==> config.mk <==
export PLATFORM = sky130hd
export DESIGN_NAME = fft16_frame_loader
export DESIGN_NICKNAME = d
export VERILOG_FILES = /design/src/rtl/fft16_pkg.sv /design/src/rtl/fft16_frame_bank.sv /design/src/rtl/fft16_frame_loader.sv
export SDC_FILE = /design/constraint.sdc
export NUM_CORES = 1
export LEC_CHECK = 0
export ABC_AREA = 1
export BUFFER_PORTS_ARGS = -buffer_cell sky130_fd_sc_hd__buf_4
export CAP_MARGIN = 10
export CORE_MARGIN = 3
export CORE_UTILIZATION = 40
export DETAILED_ROUTE_END_ITERATION = 8
export GPL_ROUTABILITY_DRIVEN = 0
export SETUP_SLACK_MARGIN = 0.02
export SLEW_MARGIN = 20
export SYNTH_ARGS = -nofsm -noshare
export SYNTH_HDL_FRONTEND = slang
export SYNTH_SLANG_ARGS = --single-unit
==> constraint.sdc <==
create_clock -name i_clk -period 21.9 [get_ports i_clk]
set_input_delay 4.38 -clock i_clk [delete_from_list [all_inputs] [get_ports i_clk]]
set_output_delay 4.38 -clock i_clk [all_outputs]
set_load 0.1 [all_outputs]
==> src/rtl/fft16_pkg.sv <==
// Shared constants and index helpers for the 16-point FFT datapath.
package fft16_pkg;

    localparam int unsigned POINTS      = 16;
    localparam int unsigned LOG2_POINTS = 4;

    function automatic logic [LOG2_POINTS-1:0] bitrev4(input logic [LOG2_POINTS-1:0] k);
        return {k[0], k[1], k[2], k[3]};
    endfunction

endpackage

==> src/rtl/fft16_frame_bank.sv <==
// One 16-entry sample bank: single write port, whole contents read out flat.
module fft16_frame_bank
    import fft16_pkg::*;
#(
    parameter int unsigned N = 16
) (
    input  logic                   i_clk,
    input  logic                   i_rst,
    input  logic                   i_we,
    input  logic [LOG2_POINTS-1:0] i_addr,
    input  logic [N-1:0]           i_data,
    output logic [POINTS*N-1:0]    o_frame
);

    logic [N-1:0] mem_q [POINTS];

    always_ff @(posedge i_clk or posedge i_rst) begin
        if (i_rst) begin
            for (int unsigned i = 0; i < POINTS; i++) begin
                mem_q[i] <= '0;
            end
        end else if (i_we) begin
            mem_q[i_addr] <= i_data;
        end
    end

    always_comb begin
        o_frame = '0;
        for (int unsigned i = 0; i < POINTS; i++) begin
            o_frame[i*N +: N] = mem_q[i];
        end
    end

endmodule

==> src/rtl/fft16_frame_loader.sv <==
// FFT input stage: streams samples into ping-pong banks in bit-reversed order
// and presents each completed bank as one flat frame.
module fft16_frame_loader
    import fft16_pkg::*;
#(
    parameter int unsigned N = 16
) (
    input  logic                i_clk,
    input  logic                i_rst,
    input  logic                i_valid,
    input  logic [N-1:0]        i_data,
    output logic                o_ready,
    output logic                o_frame_valid,
    input  logic                i_frame_ack,
    output logic [POINTS*N-1:0] o_frame,
    output logic                o_overflow
);

    logic [1:0]             bank_full_q, bank_full_d;
    logic                   wr_bank_q, wr_bank_d;
    logic                   rd_bank_q, rd_bank_d;
    logic [LOG2_POINTS-1:0] wr_cnt_q, wr_cnt_d;
    logic                   overflow_q, overflow_d;

    logic                   accept, rel, last_sample;
    logic [1:0]             bank_we;
    logic [LOG2_POINTS-1:0] wr_addr;
    logic [POINTS*N-1:0]    bank_frame [2];

    assign o_ready       = !bank_full_q[wr_bank_q];
    assign o_frame_valid = bank_full_q[rd_bank_q];
    assign o_frame       = bank_frame[rd_bank_q];
    assign o_overflow    = overflow_q;

    always_comb begin
        accept      = i_valid && o_ready;
        rel         = i_frame_ack && o_frame_valid;
        last_sample = accept && (wr_cnt_q == LOG2_POINTS'(POINTS - 1));
        wr_addr     = bitrev4(wr_cnt_q);

        bank_we     = '0;
        bank_full_d = bank_full_q;
        wr_bank_d   = wr_bank_q;
        rd_bank_d   = rd_bank_q;
        wr_cnt_d    = wr_cnt_q;
        overflow_d  = overflow_q | (i_valid & ~o_ready);

        if (accept) begin
            bank_we[wr_bank_q] = 1'b1;
            wr_cnt_d           = wr_cnt_q + LOG2_POINTS'(1);
        end
        // Set and clear can share an edge: the write bank is never the full read bank.
        if (last_sample) begin
            bank_full_d[wr_bank_q] = 1'b1;
            wr_bank_d              = ~wr_bank_q;
        end
        if (rel) begin
            bank_full_d[rd_bank_q] = 1'b0;
            rd_bank_d              = ~rd_bank_q;
        end
    end

    always_ff @(posedge i_clk or posedge i_rst) begin
        if (i_rst) begin
            bank_full_q <= '0;
            wr_bank_q   <= 1'b0;
            rd_bank_q   <= 1'b0;
            wr_cnt_q    <= '0;
            overflow_q  <= 1'b0;
        end else begin
            bank_full_q <= bank_full_d;
            wr_bank_q   <= wr_bank_d;
            rd_bank_q   <= rd_bank_d;
            wr_cnt_q    <= wr_cnt_d;
            overflow_q  <= overflow_d;
        end
    end

    fft16_frame_bank #(.N(N)) u_bank0 (
        .i_clk   (i_clk),
        .i_rst   (i_rst),
        .i_we    (bank_we[0]),
        .i_addr  (wr_addr),
        .i_data  (i_data),
        .o_frame (bank_frame[0])
    );

    fft16_frame_bank #(.N(N)) u_bank1 (
        .i_clk   (i_clk),
        .i_rst   (i_rst),
        .i_we    (bank_we[1]),
        .i_addr  (wr_addr),
        .i_data  (i_data),
        .o_frame (bank_frame[1])
    );

endmodule

==> results.txt, run 1 <==
* Run status: finished clean
- The number of nets handed over by synthesis was 2976.
- Unrepaired setup endpoints after global routing: false
- Counting along the longest clock path gives a buffer depth of 3.
- Hold Path End: u_bank0.o_frame[51]$_DFFE_PP0P_
- For the worst setup path, the data arrival time is 3.93 ns.
- Sequential element share of the synthesized area: 0.556
- The worst register-to-register path begins at wr_bank_q$_DFFE_PP0N_.
- The initial antenna violation count was 0.
- Transition at the pin with the smallest max-transition slack: 1.07 ns
* Ratio of cells with drive above 1 in the final layout: 0.141
- Measured along the y axis, the die boundary spans 248 um.
- Entering global routing, the biggest net connects 212 pins.
- At the later pin of the worst-skew pair, clock insertion delay measures 0.62 ns.
* Sort of element at the start of the critical path: flop
- Distinct cell type count after synthesis: 24
- Fill cells in the final layout number 5584.
- Buffers inserted during clock tree synthesis total 56.
* Top area cells in the synthesized netlist: dfrtp_1 56%, nand2_1 22%, o21ai_0 9.7%
* Total via count after detailed routing: 19500
* Final cycle utilization of the critical path: 0.379
- R2r endpoint: u_bank0.o_frame[10]$_DFFE_PP0P_
- Residual antenna-violating net count after detailed routing: 0
- Counting I/O delays and the setup requirement, the final critical path takes 8.31 ns.
- Cell chosen for the clock root: clkbuf_16
- Across the run, the number of max-cap violations was 0.
- On the final layout, the worst clock skew is 0.0267 ns.
- For flop-to-flop paths, the worst setup slack is 18.47 ns.
- Die outline width: 248 um
* Number of placement rows: 88
- After detailed routing, the number of vias per cell comes to 4.99.
* Setup violation total in the final timing report: 0
- The cell area that synthesis handed to floorplanning was 0.0234 mm^2.
* Core region area: 0.0578 mm^2
* Starting utilization of the core area: 0.405
- Wire length of the first global-routing pass: 110000 um
- Quantity of gates resized following cts: 0
- Post-Route Setup TNS: 0 ns
* Cts-stage hold buffer count: 0
* Fraction of registers with async set or reset after synthesis: 1.00
* Final hold violations: 0
* Total DRC errors in the routed layout: 0
* Detailed-routing iteration count for the pre-antenna-repair pass: 5
- In the final routed layout, each cell accounts on average for 18.5 um.
* Worst hold path stage count: 2
- Largest area contributor in the synthesized netlist: dfrtp_1
* Kind of end point of the critical path: output port
* Crit path required time: 17.52 ns
- Count of final max-slew check failures: 0
- nand2_1 is the most common cell in the netlist.
- The worst pin sits at a relative slew slack of 0.289.
- CTS built an H-tree with a depth of 2.
* CTS sink count: 521
- Setup bufs post-CTS: 0
* Peak Freq: 0.120 GHz
* Post-synthesis sequential element count: 521
- The worst hold path begins at u_bank0.o_frame[51]$_DFFE_PP0P_.
* Critical path type: reg -> out
- The detailed router finished its first iteration with 1791 violations.
- TritonCTS built the clock tree.
- Largest fanout of any net on the critical path: 211
- Layout overhead on the synthesized area: 17.4%
- Summed over all layers, the routed wires come to 72200 um.
- Among all flip-flop cells after synthesis, the most frequent one is dfrtp_1.
- Half-perimeter wire length after placement: 42400 um
* Number of top-level design ports: 279
- The final layout contains 3124 nets.
* Cells after Synth: 2952
- After clock tree synthesis, the clock-pin slew on the worst setup and hold paths is 0.06 ns.
- Counting instances in the post-synthesis netlist gives the leading cell types as 1394 x nand2_1, 521 x dfrtp_1, 452 x o21ai_0, 223 x inv_1, 92 x clkbuf_1.
* Gr ovfl total: 0
- Average size of a mapped cell: 7.94 um^2
* GRT Util Overall: 0.233
- The Yosys step of the flow raised 0 warnings.
- Worst-case reg-to-reg path depth: 7
* Top-area cell type share of the netlist area: 0.556
* Via count of the first global-routing pass: 18500
* Count of flip-flops with a built-in enable after synthesis: 0
- Buffers placed on the I/O ports in this run total 278.
- The die covers 0.0615 mm^2.
* Worst min path class: reg -> reg
## cells by family after synthesis
| kind of cell | count (synthesis) | synth area share |
|---|---|---|
| adders and majority gates | 4 | 0.00214 |
| and+or+nand+nor | 1524 | 0.262 |
| DFF | 521 | 0.556 |
| xor gates and xnor gates | 1 | 0.000374 |
| buffers and inverters | 435 | 0.0790 |
| AOI/OAI and AO/OA | 467 | 0.0998 |
## layout by cell type (no fill, tap or decap), drive strengths merged
cell type / n
clkbuf: 85
o21ai: 466
o21bai: 1
ha: 4
nand3: 81
inv: 234
buf: 289
xnor2: 1
diode: 1
nor2: 36
clkinv: 13
nand2: 1406
bufinv: 4
dfrtp: 521
nand4: 1
## metal layers
layer | up-vias | wire (um) | track usage
li1 | 9369 | - | -
met1 | 9372 | 31500 | 0.325
met2 | 650 | 34400 | 0.377
met3 | 107 | 4620 | 0.0363
met4 | 0 | 1740 | 0.0656
met5 | - | 0 | 0
## through the flow
| stage | setup WS (ns) | hold WS, ns | cell area (um^2) | util | instances |
|---|---|---|---|---|---|
| 3_3_place_gp | 14.27 | 0.453 | 25600 | 0.444 | 3807 |
| 5_1_grt | 13.33 | 0.483 | 27500 | 0.476 | 3907 |
| 3_5_place_dp | 14.20 | 0.458 | 25600 | 0.444 | 3807 |
| 6_report | 13.59 | 0.468 | 27500 | 0.476 | 3908 |
| 2_1_floorplan | 2.96 | 0.442 | 23400 | - | 2952 |
| 4_1_cts | 13.55 | 0.473 | 27500 | 0.476 | 3907 |
## critical path: stages, from the launching register on
cell      delay [ns]
dfrtp_2         0.33
buf_4           0.50
clkinv_8        0.74
buf_4           0.67
o21ai_0         0.59
buf_4           0.39
## registers in the layout, indices dropped and copies added, names as in the netlist
signal,cells
bank_full_q,2
o_overflow,1
rd_bank_q,1
u_bank0.o_frame,256
u_bank1.o_frame,256
wr_bank_q,1
wr_cnt_q,4
## worst max-delay path by stage
stage | startpoint | end | slack, ns | cells past startpoint
final | rd_bank_q$_DFFE_PP0P_ | o_frame[175] | 13.59 | 5
after detailed placement | rd_bank_q$_DFFE_PP0P_ | o_frame[81] | 14.20 | 5
after global placement | rd_bank_q$_DFFE_PP0P_ | o_frame[174] | 14.27 | 5
after global routing | rd_bank_q$_DFFE_PP0P_ | o_frame[153] | 13.33 | 5
after floorplan | i_rst | bank_full_q[0]$_DFF_PP0_ | 2.96 | 1
after CTS | rd_bank_q$_DFFE_PP0P_ | o_frame[81] | 13.55 | 5
## layout make-up
class / count / area, um^2 / share of cell area
clock inverter: 15 / 175 / 0.00637
tap: 765 / 957 / 0.0348
sequential: 521 / 13000 / 0.474
antenna: 1 / 2.50 / 0.0000909
clock buffer: 85 / 1670 / 0.0607
inverter: 236 / 907 / 0.0330
multi-input combinational: 1996 / 8570 / 0.312
timing repair buffer: 289 / 2190 / 0.0797
Power of run 1 is left out: the tool's default activity adds up to more than one toggle a clock period on the data nets, which glitch-free logic cannot reach.
==> inputs of run 2 (changes only) <==
==> constraint.sdc (replaced) <==
create_clock -name i_clk -period 6.7 [get_ports i_clk]
set_input_delay 1.34 -clock i_clk [delete_from_list [all_inputs] [get_ports i_clk]]
set_output_delay 1.34 -clock i_clk [all_outputs]
set_load 0.1 [all_outputs]
==> results.txt, run 2 (synthesis gave the netlist of run 1 again) <==
- GRT Util Overall: 0.228
- Setup repair after global routing left no endpoint under its margin.
* Count of final max-slew check failures: 0
- Final nets: 3130
- Critical path type: reg -> out
- Setup bufs post-CTS: 0
* Die outline width: 248 um
- Commonest non-fill, non-tap cell in the layout: nand2_1
- The worst register-to-register path begins at wr_bank_q$_DFFE_PP0N_.
- STA puts the critical path data required time at 5.36 ns.
- The tightest min-delay check is of the reg -> reg type.
* Residual antenna-violating net count after detailed routing: 0
* Full die area: 0.0615 mm^2
- Transition at the pin with the smallest max-transition slack: 1.10 ns
- Fillers: 5587
- Starting utilization of the core area: 0.405
* Detailed router's first-iteration violation count: 1690
* Maximum cell stage delay along the critical path: 1.07 ns
- Via count of the first global-routing pass: 18500
* Cts bufs inserted: 58
- The startpoint identified for the worst hold timing path is u_bank0.o_frame[99]$_DFFE_PP0P_.
- TritonCTS built the clock tree.
- Total DRC errors in the routed layout: 0
- Final setup margin: 1.57 ns
- In this run the critical register-to-register path is captured at u_bank0.o_frame[222]$_DFFE_PP0P_.
* Setup violation total in the final timing report: 0
* Area occupied by multi-input gates: 0.00857 mm^2
- Of the available clock period, the critical path in the final layout requires 0.766.
- The count of cells in the finished layout, fillers not included, comes to 3919.
* Clock H-tree levels: 2
- Detailed placement finished with a half-perimeter wire length of 41200 um.
- Kind of end point of the critical path: output port
* Worst hold path stage count: 2
- Commonest non-fill, non-tap cells in the layout: 1394 x nand2_1, 520 x dfrtp_1, 452 x o21ai_0, 290 x buf_4, 222 x inv_1
- Of all nets on the critical path, the largest fanout is 193.
- Core region area: 0.0578 mm^2
- Once the clock tree was built, the resizer swapped 0 gates to a different size.
- The routed design has 70400 um of wire.
- Placed Cells incl. Taps: 3810
- Final hold violations: 0
- From bottom edge to top edge, the die measures 248 um.
- Layout overhead on the synthesized area: 18.5%
- The worst setup path is launched from a flop.
* Ratio of cells with drive above 1 in the final layout: 0.144
* Run status: finished clean
- Summed over all failing endpoints, the final setup total negative slack is 0 ns.
* Number of port buffers: 278
* Cts-stage hold buffer count: 0
* Number of top-level design ports: 279
- Sequential Area: 0.0130 mm^2
* CTS clock-pin slew for the worst setup and hold paths: 0.06 ns
- Launch point of the critical path: rd_bank_q$_DFFE_PP0P_
* Reg-to-reg slack, setup: 3.35 ns
- Walking the worst path, the cells encountered are inv_8 > buf_4 > o21ai_0 > buf_4.
- Across all layers, the routed design uses 19400 vias.
* Design area: 0.0278 mm^2
* Number of placement rows: 88
* Detailed-routing iteration count for the pre-antenna-repair pass: 7
- Wire length of the first global-routing pass: 109000 um
- The tool flagged a number of max-cap violations equal to 0.
- Critical path's most frequent cell: buf_4
- Worst max-slew margin expressed relative to the limit: 0.263
- Gr ovfl total: 0
* Source-to-sink clock delay at the later pin of the worst-skew pair: 0.61 ns
- Post-route clock skew: 0.0166 ns
- The slowest stage of the critical path belongs to the cell dfrtp_2.
- Post-detailed-route via-to-cell ratio: 4.95
- 0 antenna diodes ended up in the layout.
* Worst-case reg-to-reg path depth: 7
- Pin count of the biggest net entering global routing: 194
- In this run the cell area measured after placement is 0.0257 mm^2.
- Cell chosen for the clock root: clkbuf_16
- In the final routed layout, each cell accounts on average for 18.0 um.
* Number of antenna violations at the first check in global routing: 0
- Static timing analysis puts the maximum clock frequency at 0.195 GHz.
- Maximum buffer depth of the clock tree: 3
* Hold Path End: u_bank0.o_frame[99]$_DFFE_PP0P_
- For the worst setup path, the data arrival time is 3.79 ns.
* Post-Place Worst Slack: 2.18 ns
* Shortest clock period the worst path allows after layout: 5.13 ns
* CTS sink count: 521
run 2: cell count changes in the layout (fill, tap and decap cells not counted), moves of 3 or more:
cell and delta:
buf_4 +5, bufinv_16 +5, buf_6 -3, clkbuf_8 -3
clkinvlp_4 +4, clkbuf_16 +4
run 2: how the worst max path moves through the flow:
| stage | endpoint | cells past startpoint | slack (ns) |
|---|---|---|---|
| floorplan | bank_full_q[0]$_DFF_PP0_ | 1 | -1.72 |
| global placement | o_frame[63] | 4 | 2.22 |
| detailed placement | o_frame[63] | 4 | 2.18 |
| CTS | o_frame[63] | 4 | 1.52 |
| global route | o_frame[63] | 5 | 1.27 |
| finish | o_frame[193] | 4 | 1.57 |
run 2: area by class of cell:
class | instances | area share
Inverter | 236 | 0.0323
Clock inverter | 21 | 0.0122
Timing Repair Buffer | 293 | 0.0808
Multi-Input combinational cell | 1996 | 0.308
Clock buffer | 87 | 0.0624
Tap cell | 765 | 0.0345
Sequential cell | 521 | 0.469
run 2: metal layers:
| metal | share of wire | GRT usage | routed length (um) | vias to the layer above |
|---|---|---|---|---|
| li1 | - | - | - | 9379 |
| met1 | 0.45 | 0.320 | 31400 | 9338 |
| met2 | 0.47 | 0.370 | 32900 | 579 |
| met3 | 0.059 | 0.0313 | 4160 | 105 |
| met4 | 0.027 | 0.0692 | 1910 | 0 |
| met5 | 0 | 0 | 0 | - |
run 2: critical path: cells and delay by family (launching register included):
kind                   cells  cell delay [ns]
buffers and inverters      3             1.44
flip-flops                 1             1.07
AO/OA/AOI/OAI              1             0.44
run 2: through the flow:
step                      hold WS (ns)  utilization
after detailed placement         0.458        0.444
final                            0.469        0.481
after global routing             0.484        0.481
after CTS                        0.473        0.480
after floorplan                  0.442            -
after global placement           0.453        0.444
Power of run 2 is left out for the same reason.
==> inputs of run 3 (changes only) <==
==> constraint.sdc (replaced) <==
create_clock -name i_clk -period 4.7 [get_ports i_clk]
set_input_delay 0.94 -clock i_clk [delete_from_list [all_inputs] [get_ports i_clk]]
set_output_delay 0.94 -clock i_clk [all_outputs]
set_load 0.1 [all_outputs]
==> results.txt, run 3 (synthesis gave the netlist of run 1 again) <==
- After clock tree synthesis, the setup repair step added 0 buffers.
* Residual antenna-violating net count after detailed routing: 0
- Setup violations remaining at the end of the flow were counted as 0.
- Data arrives at the worst endpoint at 2.83 ns.
- Cell chosen for the clock root: clkbuf_16
- Grouping stages by cell kind, the critical path spends the most delay in buffers and inverters.
- The number of gates resized after CTS was 0.
* Reg-to-reg slack, setup: 2.25 ns
- Sort of element at the start of the critical path: flop
* Gr ovfl total: 0
- Highest-delay cell along the critical path: buf_4
- Crit path required time: 3.76 ns
- In this run, CTS created clock tree buffers numbering 57.
- After detailed routing, the number of remaining DRC violations is 0.
* CP cell instances: inv_8 > buf_4 > nand2_1 > nand2_1 > buf_4
* CTS sink count: 521
- Clock skew on the completed layout was measured at 0.0133 ns.
* Detailed router's first-iteration violation count: 1767
- The initial utilization of the core area, before any placement, comes to 0.405.
- Full die area: 0.0615 mm^2
* Maximum cell stage delay along the critical path: 0.64 ns
* Worst-case reg-to-reg path depth: 6
* Commonest non-fill, non-tap cell in the layout: nand2_1
* R2r endpoint: u_bank0.o_frame[21]$_DFFE_PP0P_
- The run finished with clean final reports.
- Total via count after detailed routing: 19600
* Peak Freq: 0.265 GHz
* Via count of the first global-routing pass: 18800
* Worst max-slew margin expressed relative to the limit: 0.368
* Count of final max-slew check failures: 0
- Fillers: 5561
* Post-detailed-route via-to-cell ratio: 4.99
- Across the run, the number of max-cap violations was 0.
- Pin count of the biggest net entering global routing: 146
- CTS clock-pin slew for the worst setup and hold paths: 0.06 ns
- Kind of end point of the critical path: output port
* Unrepaired setup endpoints after global routing: false
- The first TritonRoute pass finished after 8 iterations.
- After layout, the minimum clock period comes to 3.77 ns.
- Dividing the final minimum period by the clock period gives 0.802.
* Detailed Route WL: 71200 um
* Die Y: 248 um
- N_diodes: 0
* Critical path type: reg -> out
* Transition at the pin with the smallest max-transition slack: 0.948 ns
- Adding up every negative setup slack in the final design gives 0 ns.
* Core region area: 0.0578 mm^2
- Area occupied by multi-input gates: 0.00857 mm^2
- Of the cells placed in the final design, the portion with a size suffix greater than 1 is 0.147.
- In this run, post-CTS hold repair placed 0 buffers.
- Buf+Inv Stages, Crit Path: 3
- In this run the deepest clock path goes through 3 buffers.
* Half-perimeter wire length after placement: 42100 um
* Sequential Area: 0.0130 mm^2
* Worst min path class: in -> async
- Clock H-tree levels: 2
- Wire length of the first global-routing pass: 110000 um
- Dividing the detail-routed wire length by the instance count gives 18.1 um.
* Largest fanout of any net on the critical path: 145
- Measured along the x axis, the die boundary spans 248 um.
* Number of port buffers: 278
* GRT Util Overall: 0.231
* Source-to-sink clock delay at the later pin of the worst-skew pair: 0.61 ns
- Clock tree from TritonCTS: done
* Number of placement rows: 88
* Number of antenna violations at the first check in global routing: 0
- Compared with the post-synthesis result, the final layout area differs by 18.2%.
* Commonest non-fill, non-tap cells in the layout: 1394 x nand2_1, 520 x dfrtp_1, 452 x o21ai_0, 296 x buf_4, 222 x inv_1
- Final hold violations: 0
- Number of top-level design ports: 279
- Reg-to-Reg Start: wr_bank_q$_DFFE_PP0N_
- In the final design database the tool counted 3139 nets.
## run 3: cell types whose count changed in the layout (fill, tap and decap cells not counted), sizes merged
cell      before  now
clkinv        10   17
bufinv         9    2
buf          293  303
clkinvlp       4    2
clkbuf        87   84
inv          234  235
## run 3: metal layers
metal | wire length [um] | vias up | GRT usage
li1 | - | 9407 | -
met1 | 31100 | 9436 | 0.321
met2 | 33200 | 643 | 0.373
met3 | 4760 | 115 | 0.0395
met4 | 2080 | 0 | 0.0697
met5 | 0 | - | 0
## run 3: worst max path at each step
stage / startpoint / endpoint / slack, ns / cells past startpoint
2_1_floorplan: i_rst / bank_full_q[0]$_DFF_PP0_ / -3.32 / 1
6_report: rd_bank_q$_DFFE_PP0P_ / o_frame[58] / 0.93 / 5
3_3_place_gp: rd_bank_q$_DFFE_PP0P_ / o_frame[58] / 1.55 / 5
4_1_cts: rd_bank_q$_DFFE_PP0P_ / o_frame[72] / 0.86 / 5
3_5_place_dp: rd_bank_q$_DFFE_PP0P_ / o_frame[72] / 1.51 / 5
5_1_grt: rd_bank_q$_DFFE_PP0P_ / o_frame[71] / 0.72 / 5
## run 3: area by class of cell
class / count / area share
Sequential cell: 521 / 0.471
Multi-Input combinational cell: 1996 / 0.310
Clock buffer: 84 / 0.0617
Timing Repair Buffer: 303 / 0.0853
Inverter: 236 / 0.0324
Tap cell: 765 / 0.0346
Clock inverter: 20 / 0.00578
## run 3: through the flow
| step | setup WS (ns) | hold WS (ns) | util | instance area [um^2] | cells |
|---|---|---|---|---|---|
| final | 0.928 | 0.321 | 0.479 | 27700 | 3925 |
| after global routing | 0.717 | 0.306 | 0.479 | 27700 | 3925 |
| after CTS | 0.863 | 0.474 | 0.479 | 27700 | 3924 |
| after detailed placement | 1.51 | 0.458 | 0.446 | 25800 | 3820 |
| after global placement | 1.55 | 0.454 | 0.446 | 25800 | 3820 |
| after floorplan | -3.32 | 0.442 | - | 23400 | 2952 |
Power of run 3 is left out for the same reason.
